[config.mk]
export PLATFORM = sky130hd
export DESIGN_NAME = mem_wait_bridge
export DESIGN_NICKNAME = d
export VERILOG_FILES = /design/src/rtl/mem_bridge_pkg.sv /design/src/rtl/mem_bridge_decode.sv /design/src/rtl/mem_wait_bridge.sv
export SDC_FILE = /design/constraint.sdc
export NUM_CORES = 1
export LEC_CHECK = 0
export CAP_MARGIN = 20
export CORE_MARGIN = 4
export CORE_UTILIZATION = 40
export CTS_BUF_LIST = sky130_fd_sc_hd__clkbuf_16
export CTS_CLUSTER_SIZE = 20
export DETAILED_ROUTE_END_ITERATION = 8
export PLACE_DENSITY_LB_ADDON = 0.1
export SLEW_MARGIN = 25
export SYNTH_ARGS = -nofsm -noshare
export SYNTH_HDL_FRONTEND = slang
export SYNTH_SLANG_ARGS = --single-unit
[constraint.sdc]
create_clock -name clk -period 7.4 [get_ports clk]
set_clock_uncertainty 0.15 [all_clocks]
set_input_delay 1.48 -clock clk [delete_from_list [all_inputs] [get_ports clk]]
set_output_delay 1.48 -clock clk [all_outputs]
set_load 0.05 [all_outputs]
[src/rtl/mem_bridge_pkg.sv]
`default_nettype none
// ============================================================================
// Module      : mem_bridge_pkg
// Description : Shared types and default constants for the memory wait-state
//               bridge (FSM states, address-region codes, MMIO addresses).
// Revision    : 1.0 - initial release
// ============================================================================
package mem_bridge_pkg;

  // Transaction sequencer states
  typedef enum logic [1:0] {
    IDLE   = 2'd0,
    ACCESS = 2'd1,
    WAIT   = 2'd2,
    RESP   = 2'd3
  } bridge_state_e;

  // Decoded target of a request address
  typedef enum logic [1:0] {
    REG_RAM  = 2'd0,
    REG_CON  = 2'd1,
    REG_DONE = 2'd2,
    REG_BAD  = 2'd3
  } region_e;

  localparam logic [31:0] CONSOLE_ADDR = 32'h1000_0000;
  localparam logic [31:0] DONE_ADDR    = 32'h2000_0000;

  // Word-granular address match; the byte-lane bits never select a register
  function automatic logic same_word(input logic [31:0] a, input logic [31:0] b);
    return a[31:2] == b[31:2];
  endfunction

endpackage
`default_nettype wire

[src/rtl/mem_bridge_decode.sv]
`default_nettype none
// ============================================================================
// Module      : mem_bridge_decode
// Description : Combinational byte-address to region decode (RAM, console,
//               test-done, unmapped). RAM takes priority on overlap.
// Revision    : 1.0 - initial release
// ============================================================================
module mem_bridge_decode
  import mem_bridge_pkg::*;
#(
  parameter int          MEM_WORDS    = 4096,
  parameter logic [31:0] CONSOLE_ADDR = mem_bridge_pkg::CONSOLE_ADDR,
  parameter logic [31:0] DONE_ADDR    = mem_bridge_pkg::DONE_ADDR
) (
  input  logic [31:0] addr_i,
  output region_e     region_o
);

  // One bit wider than the address so a 4 GiB map does not wrap to zero
  localparam logic [32:0] RAM_BYTES = 33'(MEM_WORDS) << 2;

  // Classify the address; anything not claimed falls through to unmapped
  always_comb begin
    region_o = REG_BAD;
    if ({1'b0, addr_i} < RAM_BYTES)
      region_o = REG_RAM;
    else if (same_word(addr_i, CONSOLE_ADDR))
      region_o = REG_CON;
    else if (same_word(addr_i, DONE_ADDR))
      region_o = REG_DONE;
  end

endmodule
`default_nettype wire

[src/rtl/mem_wait_bridge.sv]
`default_nettype none
// ============================================================================
// Module      : mem_wait_bridge
// Description : picorv32 native-bus to synchronous word-SRAM bridge with a
//               programmable number of wait states, plus console and
//               test-done MMIO words. Optional transaction counters are
//               built when MEM_WAIT_BRIDGE_STATS_EN is defined.
// Revision    : 1.0 - initial release
// ============================================================================
module mem_wait_bridge
  import mem_bridge_pkg::*;
#(
  parameter int          MEM_WORDS    = 4096,
  parameter int          WAIT_CYCLES  = 0,
  parameter logic [31:0] CONSOLE_ADDR = mem_bridge_pkg::CONSOLE_ADDR,
  parameter logic [31:0] DONE_ADDR    = mem_bridge_pkg::DONE_ADDR,
  localparam int         AW           = $clog2(MEM_WORDS)
) (
  input  logic          clk,
  input  logic          rst,
  input  logic          mem_valid,
  input  logic          mem_instr,
  input  logic [31:0]   mem_addr,
  input  logic [31:0]   mem_wdata,
  input  logic [3:0]    mem_wstrb,
  output logic          mem_ready,
  output logic [31:0]   mem_rdata,
  output logic          sram_en,
  output logic [3:0]    sram_we,
  output logic [AW-1:0] sram_addr,
  output logic [31:0]   sram_wdata,
  input  logic [31:0]   sram_rdata,
  output logic          con_valid,
  output logic [7:0]    con_data,
  output logic          done,
  output logic [31:0]   done_code,
  output logic          bad_access,
  output logic [31:0]   stat_ifetch,
  output logic [31:0]   stat_load,
  output logic [31:0]   stat_store
);

  localparam logic [3:0] WAIT_INIT = 4'(WAIT_CYCLES);

  bridge_state_e state_q, state_d;
  region_e       w_region, region_q;
  logic          w_start;
  logic [31:0]   w_capture;
  logic [31:0]   wdata_q;
  logic [3:0]    wstrb_q;
  logic [3:0]    cnt_q;
  logic          first_q;
  logic [31:0]   data_q;

  logic          mem_ready_q,  mem_ready_d;
  logic [31:0]   mem_rdata_q,  mem_rdata_d;
  logic          sram_en_q,    sram_en_d;
  logic [3:0]    sram_we_q,    sram_we_d;
  logic [AW-1:0] sram_addr_q,  sram_addr_d;
  logic [31:0]   sram_wdata_q, sram_wdata_d;
  logic          con_valid_q,  con_valid_d;
  logic [7:0]    con_data_q,   con_data_d;
  logic          done_q,       done_d;
  logic [31:0]   done_code_q,  done_code_d;
  logic          bad_q,        bad_d;

  mem_bridge_decode #(
    .MEM_WORDS   (MEM_WORDS),
    .CONSOLE_ADDR(CONSOLE_ADDR),
    .DONE_ADDR   (DONE_ADDR)
  ) u_decode (
    .addr_i  (mem_addr),
    .region_o(w_region)
  );

  // A request is only ever accepted from IDLE
  assign w_start = (state_q == IDLE) && mem_valid;

  // State register; async reset aborts any transaction without a response
  always_ff @(posedge clk or posedge rst) begin
    if (rst) state_q <= IDLE;
    else     state_q <= state_d;
  end

  // Next-state: fixed ACCESS slot, then WAIT until the down-counter drains
  always_comb begin
    state_d = state_q;
    case (state_q)
      IDLE:    if (mem_valid) state_d = ACCESS;
      ACCESS:  state_d = WAIT;
      WAIT:    if (cnt_q == 4'd0) state_d = RESP;
      RESP:    state_d = IDLE;
      default: state_d = IDLE;
    endcase
  end

  // Output next-values; ACCESS-cycle strobes are computed at acceptance so
  // they can leave a register while the FSM sits in ACCESS
  always_comb begin
    w_capture    = ((region_q == REG_RAM) && (wstrb_q == 4'd0)) ? sram_rdata : 32'd0;
    sram_en_d    = w_start && (w_region == REG_RAM);
    sram_we_d    = sram_en_d ? mem_wstrb : 4'd0;
    sram_addr_d  = sram_en_d ? mem_addr[AW+1:2] : '0;
    sram_wdata_d = sram_en_d ? mem_wdata : 32'd0;
    con_valid_d  = w_start && (w_region == REG_CON) && mem_wstrb[0];
    con_data_d   = con_valid_d ? mem_wdata[7:0] : 8'd0;
    mem_ready_d  = (state_d == RESP);
    // With zero wait states the capture and the response share one edge
    mem_rdata_d  = mem_ready_d ? (first_q ? w_capture : data_q) : 32'd0;
    done_d       = done_q;
    done_code_d  = done_code_q;
    bad_d        = bad_q;
    if (state_q == ACCESS) begin
      if ((region_q == REG_DONE) && (wstrb_q != 4'd0)) begin
        done_d      = 1'b1;
        done_code_d = wdata_q;
      end
      if (region_q == REG_BAD) bad_d = 1'b1;
    end
  end

  // Registered outputs, latched request context and wait counter
  always_ff @(posedge clk or posedge rst) begin
    if (rst) begin
      mem_ready_q  <= 1'b0;
      mem_rdata_q  <= 32'd0;
      sram_en_q    <= 1'b0;
      sram_we_q    <= 4'd0;
      sram_addr_q  <= '0;
      sram_wdata_q <= 32'd0;
      con_valid_q  <= 1'b0;
      con_data_q   <= 8'd0;
      done_q       <= 1'b0;
      done_code_q  <= 32'd0;
      bad_q        <= 1'b0;
      region_q     <= REG_RAM;
      wdata_q      <= 32'd0;
      wstrb_q      <= 4'd0;
      cnt_q        <= 4'd0;
      first_q      <= 1'b0;
      data_q       <= 32'd0;
    end else begin
      mem_ready_q  <= mem_ready_d;
      mem_rdata_q  <= mem_rdata_d;
      sram_en_q    <= sram_en_d;
      sram_we_q    <= sram_we_d;
      sram_addr_q  <= sram_addr_d;
      sram_wdata_q <= sram_wdata_d;
      con_valid_q  <= con_valid_d;
      con_data_q   <= con_data_d;
      done_q       <= done_d;
      done_code_q  <= done_code_d;
      bad_q        <= bad_d;
      if (w_start) begin
        region_q <= w_region;
        wdata_q  <= mem_wdata;
        wstrb_q  <= mem_wstrb;
      end
      first_q <= (state_q == ACCESS);
      if (state_q == ACCESS)
        cnt_q <= WAIT_INIT;
      else if ((state_q == WAIT) && (cnt_q != 4'd0))
        cnt_q <= cnt_q - 4'd1;
      // SRAM data is valid only in the first WAIT cycle
      if ((state_q == WAIT) && first_q)
        data_q <= w_capture;
    end
  end

  assign mem_ready  = mem_ready_q;
  assign mem_rdata  = mem_rdata_q;
  assign sram_en    = sram_en_q;
  assign sram_we    = sram_we_q;
  assign sram_addr  = sram_addr_q;
  assign sram_wdata = sram_wdata_q;
  assign con_valid  = con_valid_q;
  assign con_data   = con_data_q;
  assign done       = done_q;
  assign done_code  = done_code_q;
  assign bad_access = bad_q;

`ifdef MEM_WAIT_BRIDGE_STATS_EN
  logic        instr_q;
  logic [31:0] st_if_q, st_ld_q, st_st_q;

  // Remember the fetch flag alongside the rest of the request
  always_ff @(posedge clk or posedge rst) begin
    if (rst)          instr_q <= 1'b0;
    else if (w_start) instr_q <= mem_instr;
  end

  // Classify each completed transaction exactly once, in RESP
  always_ff @(posedge clk or posedge rst) begin
    if (rst) begin
      st_if_q <= 32'd0;
      st_ld_q <= 32'd0;
      st_st_q <= 32'd0;
    end else if (state_q == RESP) begin
      if (instr_q)                st_if_q <= st_if_q + 32'd1;
      else if (wstrb_q == 4'd0)   st_ld_q <= st_ld_q + 32'd1;
      else                        st_st_q <= st_st_q + 32'd1;
    end
  end

  assign stat_ifetch = st_if_q;
  assign stat_load   = st_ld_q;
  assign stat_store  = st_st_q;
`else
  logic w_unused_instr;
  assign w_unused_instr = mem_instr;
  assign stat_ifetch    = 32'd0;
  assign stat_load      = 32'd0;
  assign stat_store     = 32'd0;
`endif

endmodule
`default_nettype wire

==> out/results.tsv, run 1 <==
stage	metric	value	unit
run	cap_violations	0	
sta	post-route-period-util	48.6	%
drt	first_pass_iters	4	
final_layout	layout-drive-gt1-share	12.2	%
logic_synthesis	synth_xor_area_share	0.307	%
sta	setup_tns	0	ns
cts	cts_buffers	22	
cts	clockBufferDepth	3	
global_route	grt_max_degree	150	
placement	numPortBuffers	225	
drt	dr_wl_met3	2.08	mm
global_route	grt_pass1_vias	5941	
pwr	ir_drop	0.161	mV
die	num_io_pins	325	
logic_synthesis	ys_ff_latch	202	
drt	highest_layer	met4	
logic_synthesis	yosysWarnings	0	
logic_synthesis	syn_inst	708	
pwr	power.density	345	nW/um2
cts	htreeDepth	1	
logic_synthesis	synth_area_per_cell	12.1	um2
sta	worst_slack	3.80	ns
die	coreArea	21000	um2
global_route	grt_usage	16.6	%
sta	max_slew_margin	47.0	%
logic_synthesis	synth_compound_area_share	4.29	%
pwr	finalPower	3.91	mW
logic_synthesis	synthesis.area	8570	um2
placement	place_ws	3.25	ns
placement	gp_congestion	0.773	
logic_synthesis	muxShareOfSynthArea	10.2	%
drt	wl_met2	9.50	mm
cts	cts_sinks	202	
setup_path	cp.arrival	3.87	ns
logic_synthesis	synth_top_family_by_area	simple AND/OR/NAND/NOR gates	
sta	max_freq	278	MHz
placement	dp_hpwl	13.6	mm
logic_synthesis	seq_area_frac_synth	59.0	%
sta	finalSetupViolCount	0	
drt	drt_iter0_drc	252	
logic_synthesis	ys.flop_type	dfrtp_1	
cts	cts_root_buf	clkbuf_16	
placement	dpl_cell_area	10600	um2
setup_path	critPathLaunch	mem_valid	
die	die_y	154	um
final_layout	syn_to_final_growth	32.1	%
drt	drt-vias-per-instance	4.54	
final_layout	design_area	11300	um2
final_layout	fill_cells	1812	
final_layout	nNetsFinal	1036	
die	die-area	23800	um2
die	rows	53	
worst_hold_path	hold_start	done$_DFFE_PP0P_	
drt	wire_per_inst	16.4	um
setup_path	path_class	in -> reg	
status	status	finished clean	
logic_synthesis	async_flop_share	100	%
setup_path	reg2reg_slack	4.61	ns
setup_path	endpoint	sram_addr[10]$_DFF_PP0_	
cts	cts_tree	done	
global_route	globalRouteOverflowTotal	0	
sta	max_slew.worst_pin.slew	0.795	ns
sta	hold_violations	0	
global_route	antenna_found_initial	0	
global_route	grt_pass1_wl	32.3	mm
drt	finalWirelength	20.0	mm
sta	finalCriticalPeriod	3.60	ns
die	start_util	40.8	%
drt	m1WireLength	8.03	mm
logic_synthesis	synth-adder-area-share	0.876	%
final_layout	insertedDiodeCount	0	
drt	ant_nets	0	
cts	cts_hold_buffers	0	
pwr	p_leak	5.04	nW
setup_path	start_kind	input port	
setup_path	critPathCaptureType	register	
cts	cts_resized	0	
setup_path	worstReg2RegEnd	sram_addr[10]$_DFF_PP0_	
sta	slew_violations	0	
setup_path	rr_worst_depth	8	
setup_path	worst-path-max-fanout	49	
drt	drc	0	
sta	rsz0062_at_grt	no	
die	die_w	154	um
setup_path	crit_required	7.67	ns
logic_synthesis	synthSimpleGateAreaFrac	13.8	%
worst_hold_path	hold_path.class	reg -> reg	
cts	clk_pin_slew	0.06	ns
cts	post_cts_buffers	0	
drt	vias	5531	
logic_synthesis	synth_cell_type_count	37	
setup_path	timing.rr.start	state_q[0]$_DFF_PP0_	
logic_synthesis	synth_edf_count	0	
cts	clkLatencyLatePin	0.50	ns
area by class of cell:
class                   instances  area (um2)  area share (%)
clock inverters                18         138            1.22
well taps                     275         344            3.04
clock buffers                  22         551            4.86
flip-flops and latches        202        5050            44.6
repair buffers                231        2300            20.3
multi-input cells             463        2900            25.6
inverters                       6        35.0           0.309
worst min path at each step:
stage,endpoint,slack (ns),depth (start not counted)
after floorplan,data_q[11]$_DFFE_PP0P_,0.30,2
after detailed placement,done$_DFFE_PP0P_,0.31,1
after CTS,done$_DFFE_PP0P_,0.32,1
final,done$_DFFE_PP0P_,0.32,1
after global routing,done$_DFFE_PP0P_,0.34,1
after global placement,done$_DFFE_PP0P_,0.31,1
power breakdown:
group          leakage [nW]  internal, mW  switching (mW)
combinational          2.00         0.504           0.849
sequential             2.69          1.38           0.139
clock                 0.358         0.610           0.427
registers in the layout, indices dropped and copies added (netlist names):
signal,cells
data_q,32
done_code,32
mem_rdata,32
sram_wdata,32
wdata_q,32
sram_addr,12
con_data,8
cnt_q,4
sram_we,4
wstrb_q,4
region_q,2
state_q,2
bad_access,1
con_valid,1
done,1
first_q,1
mem_ready,1
sram_en,1
through the flow:
step | hold WS [ns] | cells | util, %
detailed placement | 0.314 | 1177 | 50.5
finish | 0.319 | 1217 | 53.9
floorplan | 0.301 | 803 | -
global placement | 0.306 | 1177 | 50.5
CTS | 0.324 | 1217 | 53.8
global route | 0.341 | 1217 | 53.9
synthesized netlist by cell type, types with 2 or more instances:
cell type,instances,area (um2)
a211oi_1,2,15.0
nand4_1,2,12.5
mux2_2,39,439
buf_6,7,78.8
and2_1,57,357
xor2_1,2,17.5
clkbuf_1,18,67.6
ha_1,6,75.1
buf_2,4,20.0
mux2_4,29,435
buf_12,3,60.1
inv_1,6,22.5
o21ai_0,14,70.1
o21ai_1,18,90.1
clkbuf_2,2,10.0
buf_4,96,721
nor2_1,8,30.0
dfrtp_1,202,5050
nand3_1,34,170
nor4_1,7,43.8
nand2b_1,34,213
a21oi_1,35,175
buf_1,2,7.51
nand2_1,68,255
metal layers:
metal | vias to the layer above | track usage (%)
li1 | 2579 | -
met1 | 2714 | 20.8
met2 | 209 | 26.9
met3 | 29 | 6.72
met4 | 0 | 3.99
met5 | - | 0
placed cells by master, fill, tap and decap left out, types with 4 or more instances in the layout:
cell,instances
nor4_1,7
dfrtp_1,202
buf_4,6
nand2b_1,34
mux2_2,39
inv_1,10
nand2_1,66
o21ai_0,14
clkdlybuf4s50_1,225
a21oi_1,35
o21ai_1,18
ha_1,6
and2_1,56
clkinv_2,4
conb_1,96
clkinv_1,6
mux2_4,29
clkbuf_16,22
nand3_1,34
nor2_1,8
logic make-up after synthesis:
| logic type | Yosys count |
|---|---|
| xor gates and xnor gates | 3 |
| and+or+nand+nor | 219 |
| muxes | 68 |
| buffers and inverters | 138 |
| DFF | 202 |
| AOI/OAI and AO/OA | 71 |
| adders and majority gates | 6 |
| other | 1 |
worst max-delay path, cell delays in order:
cell,delay (ns)
clkdlybuf4s50_1,0.47
and2_2,0.14
buf_4,0.46
nand4_1,0.40
nor3_4,0.25
buf_4,0.43
and2_1,0.21
(Power assumes the default switching activity.)
==> run 2: changes to the inputs <==
==> constraint.sdc (replaced) <==
create_clock -name clk -period 3.2 [get_ports clk]
set_clock_uncertainty 0.15 [all_clocks]
set_input_delay 0.64 -clock clk [delete_from_list [all_inputs] [get_ports clk]]
set_output_delay 0.64 -clock clk [all_outputs]
set_load 0.05 [all_outputs]
==> run 2 against run 1 <==
  * Count of clock-buffer cells in the layout up 1
  * Combinational power increased by 140%
  * Final area up 0.98%
  * Non-clock buffer count increased by 13
  * Die area did not move
  * Total power is 130% higher
  * Cell count increased by 0.82%
  * Core utilization increased by 0.53 points
  * Setup slack lost 3.1 ns
  * First-iteration DRC count decreased by 34%
  * Sequential cell count did not move
  * Hold slack gained 0.0057 ns
==> out/results.tsv, run 2 (same netlist as run 1, synthesis figures left out) <==
stage	metric	value	unit	change
final_layout	stdcell_count	1227		was 1,217
sta	rsz0062_at_grt	no		unchanged
sta	finalSetupViolCount	0		unchanged
drt	finalWirelength	20.3	mm	was 20.0 mm
placement	numPortBuffers	225		unchanged
global_route	grt_pass1_vias	5810		was 5,941
die	die_y	154	um	unchanged
setup_path	path_class	reg -> out		was in -> reg
setup_path	max_stage_delay	0.90	ns	was 0.47 ns
global_route	antenna_found_initial	0		unchanged
sta	max_slew.worst_pin.slew	0.864	ns	was 0.795 ns
global_route	globalRouteOverflowTotal	0		unchanged
final_layout	design_area	11400	um2	was 11,300 um2
setup_path	start_kind	register		was input port
setup_path	cp_slowest_cell	clkdlybuf4s50_1		unchanged
pwr	p_leak	5.09	nW	was 5.04 nW
drt	m1WireLength	8.21	mm	was 8.03 mm
sta	finalCriticalPeriod	2.54	ns	
cts	cts_buffers	23		was 22
drt	drc	0		unchanged
setup_path	critPathCaptureType	output port		was register
drt	drt-vias-per-instance	4.55		was 4.54
placement	dp_hpwl	14.6	mm	was 13.6 mm
cts	cts_tree	done		unchanged
global_route	grt_usage	16.4	%	was 16.6%
global_route	grt_max_degree	65		was 150
cts	cts_sinks	202		unchanged
die	start_util	40.8	%	unchanged
pwr	p_int	5.68	mW	was 2.49 mW
cts	htreeDepth	1		unchanged
drt	dr_wl_met3	1.96	mm	was 2.08 mm
final_layout	seq_area	5050	um2	unchanged
pwr	pwr-share-seq	39.2	%	was 38.8%
setup_path	cp.arrival	1.75	ns	was 3.87 ns
die	num_io_pins	325		unchanged
die	die-area	23800	um2	unchanged
die	rows	53		unchanged
final_layout	nNetsFinal	1050		was 1,036
drt	first_pass_iters	4		unchanged
drt	wl_met2	9.86	mm	was 9.50 mm
sta	slew_violations	0		unchanged
cts	cts_resized	0		unchanged
die	coreArea	21000	um2	unchanged
drt	wire_per_inst	16.5	um	was 16.4 um
sta	hold_violations	0		unchanged
drt	ant_nets	0		unchanged
final_layout	layout-drive-gt1-share	13.3	%	was 12.2%
sta	post-route-period-util	79.4	%	
pwr	p_sw	3.28	mW	was 1.41 mW
pwr	power.density	784	nW/um2	was 345 nW/um2
pwr	finalPower	8.96	mW	was 3.91 mW
global_route	grt_pass1_wl	31.8	mm	was 32.3 mm
pwr	power.share.switching	36.7	%	was 36.2%
final_layout	fill_cells	1780		was 1,812
setup_path	path_delay_family	buffers and inverters		unchanged
cts	clkLatencyLatePin	0.50	ns	about the same
run	cap_violations	0		unchanged
cts	cts_root_buf	clkbuf_16		unchanged
sta	max_freq	394	MHz	
final_layout	final_common_cell	clkdlybuf4s50_1		unchanged
setup_path	worst-path-max-fanout	2		was 49
pwr	power.clock.fraction	25.4	%	was 26.5%
cts	post_cts_buffers	0		unchanged
status	status	finished clean		unchanged
final_layout	multiInputGateArea	2900	um2	about the same
placement	gp_congestion	0.747		was 0.773
die	die_w	154	um	unchanged
placement	dpl_cell_area	10800	um2	was 10,600 um2
drt	vias	5582		was 5,531
setup_path	crit_buf_inv	1		was 3
drt	highest_layer	met4		unchanged
pwr	ir_drop	0.313	mV	was 0.161 mV
drt	drt_iter0_drc	167		was 252
pwr	power_frac_comb	35.5	%	was 34.7%
setup_path	path_cells	clkdlybuf4s50_1		was clkdlybuf4s50_1, and2_2, buf_4, nand4_1, nor3_4, buf_4, and2_1
placement	place_inst	1190		was 1,177
setup_path	crit_required	2.41	ns	was 7.67 ns
sta	max_slew_margin	42.3	%	was 47.0%
cts	clockBufferDepth	3		unchanged
final_layout	final_cell_mix	225 x clkdlybuf4s50_1, 202 x dfrtp_1, 96 x conb_1, 67 x nand2_1, 56 x and2_1		was 225 x clkdlybuf4s50_1, 202 x dfrtp_1, 96 x conb_1, 66 x nand2_1, 56 x and2_1
cts	cts_hold_buffers	0		unchanged
final_layout	syn_to_final_growth	33.4	%	was 32.1%
cts	clk_pin_slew	0.06	ns	about the same
worst_hold_path	hold_path.class	reg -> reg		unchanged
final_layout	insertedDiodeCount	0		unchanged
## run 2: cell count changes in the layout (fill, tap and decap cells not counted), sizes merged
cell,change
buf,+13
bufinv,-2
clkbuf,+1
clkinv,-4
clkinvlp,+1
inv,+1
## run 2: path summary, 6_finish.rpt
kind / start / endpoint / slack (ns) / depth (start not counted)
worst max register to register: state_q[0]$_DFF_PP0_ / mem_rdata[16]$_DFF_PP0_ / 0.68 / 7
max in group asynchronous: rst / sram_wdata[25]$_DFF_PP0_ / 1.71 / 3
worst min register to register: bad_access$_DFFE_PP0P_ / bad_access$_DFFE_PP0P_ / 0.32 / 1
worst min-delay path: bad_access$_DFFE_PP0P_ / bad_access$_DFFE_PP0P_ / 0.32 / 1
worst max-delay path: bad_access$_DFFE_PP0P_ / bad_access / 0.66 / 1
min in group asynchronous: rst / sram_addr[1]$_DFF_PP0_ / 0.52 / 2
## run 2: cell type report
class / count / share of cell area [%]
flip-flops and latches: 202 / 44.2
multi-input cells: 463 / 25.3
repair buffers: 244 / 21.6
clock buffers: 23 / 5.03
well taps: 275 / 3.01
clock inverters: 14 / 0.591
inverters: 6 / 0.230
## run 2: per-layer routing
metal  GRT usage, %  vias up
met5              0        -
met4           2.94        0
met3           6.07       22
met2           28.0      219
met1           20.3     2747
li1               -     2594
## run 2: stage by stage
step	hold slack (ns)	setup slack, ns	utilization, %	setup TNS, ns
2_1_floorplan	0.301	-0.206	-	-41.67
3_3_place_gp	0.307	0.207	51.3	0
3_5_place_dp	0.308	0.223	51.3	0
4_1_cts	0.328	0.599	54.4	0
5_1_grt	0.344	0.440	54.4	0
6_report	0.325	0.659	54.4	0
## run 2: power groups by stage
| stage | clock [mW] | combinational (mW) | sequential, mW |
|---|---|---|---|
| finish | 2.27 | 3.18 | 3.51 |
| CTS | 2.35 | 3.22 | 3.51 |
| detailed placement | 0 | 3.20 | 3.55 |
| global route | 2.46 | 3.38 | 3.59 |
| floorplan | 0 | 1.47 | 4.34 |
| global placement | 0 | 3.15 | 3.51 |
==> run 3: changes to the inputs <==
--- a/config.mk
+++ b/config.mk
@@ -7,7 +7,7 @@
 export LEC_CHECK = 0
 export CAP_MARGIN = 20
 export CORE_MARGIN = 4
-export CORE_UTILIZATION = 40
+export CORE_UTILIZATION = 44
 export CTS_BUF_LIST = sky130_fd_sc_hd__clkbuf_16
 export CTS_CLUSTER_SIZE = 20
 export DETAILED_ROUTE_END_ITERATION = 8
==> constraint.sdc (replaced) <==
create_clock -name clk -period 2.59 [get_ports clk]
set_clock_uncertainty 0.15 [all_clocks]
set_input_delay 0.518 -clock clk [delete_from_list [all_inputs] [get_ports clk]]
set_output_delay 0.518 -clock clk [all_outputs]
set_load 0.05 [all_outputs]
==> run 3 against run 2 <==
  * Non-clock buffer count down 3
  * Final area up 0.22%
  * Global-route usage up 1.1 points
  * Count of clock-buffer cells in the layout unchanged
  * Highest routed layer unchanged
  * Cell count down 1.1%
  * Sequential share of layout area down 0.096 points
  * Register-to-register slack worse by 0.26 ns
  * Sequential power up 24%
  * Largest power group unchanged
  * Combinational power up 23%
  * Sequential cell count unchanged
==> out/results.tsv, run 3 (same netlist as run 1, synthesis figures left out) <==
stage	metric	value	unit	change
final_layout	seq_area	5050	um2	unchanged
placement	gp_congestion	0.711		was 0.747
setup_path	crit_buf_inv	1		unchanged
final_layout	fill_cells	1569		was 1,780
setup_path	worst-path-max-fanout	2		unchanged
sta	hold_violations	0		unchanged
global_route	globalRouteOverflowTotal	0		unchanged
die	start_util	45.2	%	was 40.8%
final_layout	final_common_cell	clkdlybuf4s50_1		unchanged
die	rows	50		was 53
pwr	p_leak	5.11	nW	was 5.09 nW
drt	drt_iter0_drc	181		was 167
global_route	grt_pass1_vias	6009		was 5,810
final_layout	final_cell_mix	225 x clkdlybuf4s50_1, 202 x dfrtp_1, 96 x conb_1, 67 x nand2_1, 56 x and2_1		unchanged
drt	wire_per_inst	16.2	um	was 16.5 um
cts	cts_root_buf	clkbuf_16		unchanged
cts	post_cts_buffers	0		unchanged
drt	finalWirelength	19.6	mm	was 20.3 mm
setup_path	cp.arrival	1.74	ns	was 1.75 ns
setup_path	path_class	reg -> out		unchanged
final_layout	insertedDiodeCount	0		unchanged
cts	clk_pin_slew	0.06	ns	about the same
final_layout	nNetsFinal	1047		was 1,050
setup_path	max_stage_delay	0.85	ns	was 0.90 ns
setup_path	path_delay_family	buffers and inverters		unchanged
final_layout	multiInputGateArea	2900	um2	unchanged
status	status	finished clean		unchanged
global_route	grt_pass1_wl	31.4	mm	was 31.8 mm
setup_path	cp_slowest_cell	clkdlybuf4s50_1		unchanged
drt	drt-vias-per-instance	4.63		was 4.55
run	cap_violations	0		unchanged
drt	vias	5617		was 5,582
cts	cts_resized	0		unchanged
final_layout	syn_to_final_growth	33.7	%	was 33.4%
sta	max_freq	416	MHz	
final_layout	stdcell_count	1213		was 1,227
global_route	antenna_found_initial	0		unchanged
global_route	grt_max_degree	85		was 65
sta	finalSetupViolCount	0		unchanged
sta	rsz0062_at_grt	no		unchanged
drt	first_pass_iters	6		was 4
sta	fin_hold_ws	0.139	ns	was 0.325 ns
placement	numPortBuffers	225		unchanged
pwr	power.density	978	nW/um2	was 784 nW/um2
cts	cts_buffers	23		unchanged
setup_path	critPathCaptureType	output port		unchanged
die	coreArea	19000	um2	was 21,000 um2
sta	max_slew_margin	60.8	%	was 42.3%
setup_path	start_kind	register		unchanged
setup_path	path_cells	clkdlybuf4s50_1		unchanged
cts	clkLatencyLatePin	0.52	ns	was 0.50 ns
drt	drc	0		unchanged
die	num_io_pins	325		unchanged
die	die-area	21800	um2	was 23,800 um2
cts	cts_tree	done		unchanged
drt	ant_nets	0		unchanged
cts	cts_sinks	202		unchanged
sta	finalCriticalPeriod	2.40	ns	
placement	dpl_cell_area	10800	um2	about the same
sta	slew_violations	0		unchanged
placement	place_inst	1172		was 1,190
cts	cts_hold_buffers	0		unchanged
sta	max_slew.worst_pin.slew	0.588	ns	was 0.864 ns
setup_path	crit_required	1.92	ns	was 2.41 ns
final_layout	layout-drive-gt1-share	13.0	%	was 13.3%
cts	htreeDepth	1		unchanged
final_layout	design_area	11500	um2	was 11,400 um2
die	die_y	148	um	was 154 um
cts	clockBufferDepth	3		unchanged
worst_hold_path	hold_path.class	in -> async		was reg -> reg
placement	dp_hpwl	13.8	mm	was 14.6 mm
pwr	ir_drop	0.715	mV	was 0.313 mV
global_route	grt_usage	17.5	%	was 16.4%
die	die_w	148	um	was 154 um
sta	post-route-period-util	92.8	%	
==> run 3: changes by cell type in the layout (fill, tap and decap cells not counted), moves of 2 or more <==
| cell | before | now |
|---|---|---|
| clkinv_2 | 4 | 2 |
| inv_1 | 10 | 12 |
| buf_4 | 13 | 9 |
| clkinv_1 | 3 | 5 |
==> run 3: area by class of cell <==
class | count | area share (%)
flip-flops and latches | 202 | 44.1
multi-input cells | 463 | 25.3
well taps | 260 | 2.84
clock inverters | 18 | 1.06
repair buffers | 241 | 21.5
clock buffers | 23 | 5.02
inverters | 6 | 0.229
==> run 3: report_power, final <==
part	internal (mW)	switching [mW]
logic	1.48	2.42
registers	3.94	0.404
clock network	1.72	1.25
total	7.13	4.08
==> run 3: routing by layer <==
layer | track usage, % | routed length (um)
met1 | 20.9 | 7610
met2 | 30.1 | 9710
met3 | 6.65 | 1820
met4 | 4.38 | 488
met5 | 0 | 0
==> run 3: through the flow <==
step	setup slack, ns	TNS, ns	total power, mW	utilization, %
3_5_place_dp	0.0262	0	8.31	56.8
4_1_cts	0.163	0	11.3	60.4
3_3_place_gp	0.0550	0	8.19	56.8
6_report	0.185	0	11.2	60.4
2_1_floorplan	-0.694	-140.25	7.17	-
5_1_grt	0.119	0	11.8	60.4
==> run 3: final timing paths <==
kind	startpoint	to	slack, ns	cells after the start
max	done_code[31]$_DFFE_PP0P_	done_code[31]	0.19	1
min	rst	sram_addr[1]$_DFF_PP0_	0.14	2
max reg2reg	state_q[0]$_DFF_PP0_	mem_rdata[9]$_DFF_PP0_	0.42	7
min in group clk	bad_access$_DFFE_PP0P_	bad_access$_DFFE_PP0P_	0.32	1
max in group asynchronous	rst	sram_wdata[24]$_DFF_PP0_	1.38	4
min reg2reg	bad_access$_DFFE_PP0P_	bad_access$_DFFE_PP0P_	0.32	1
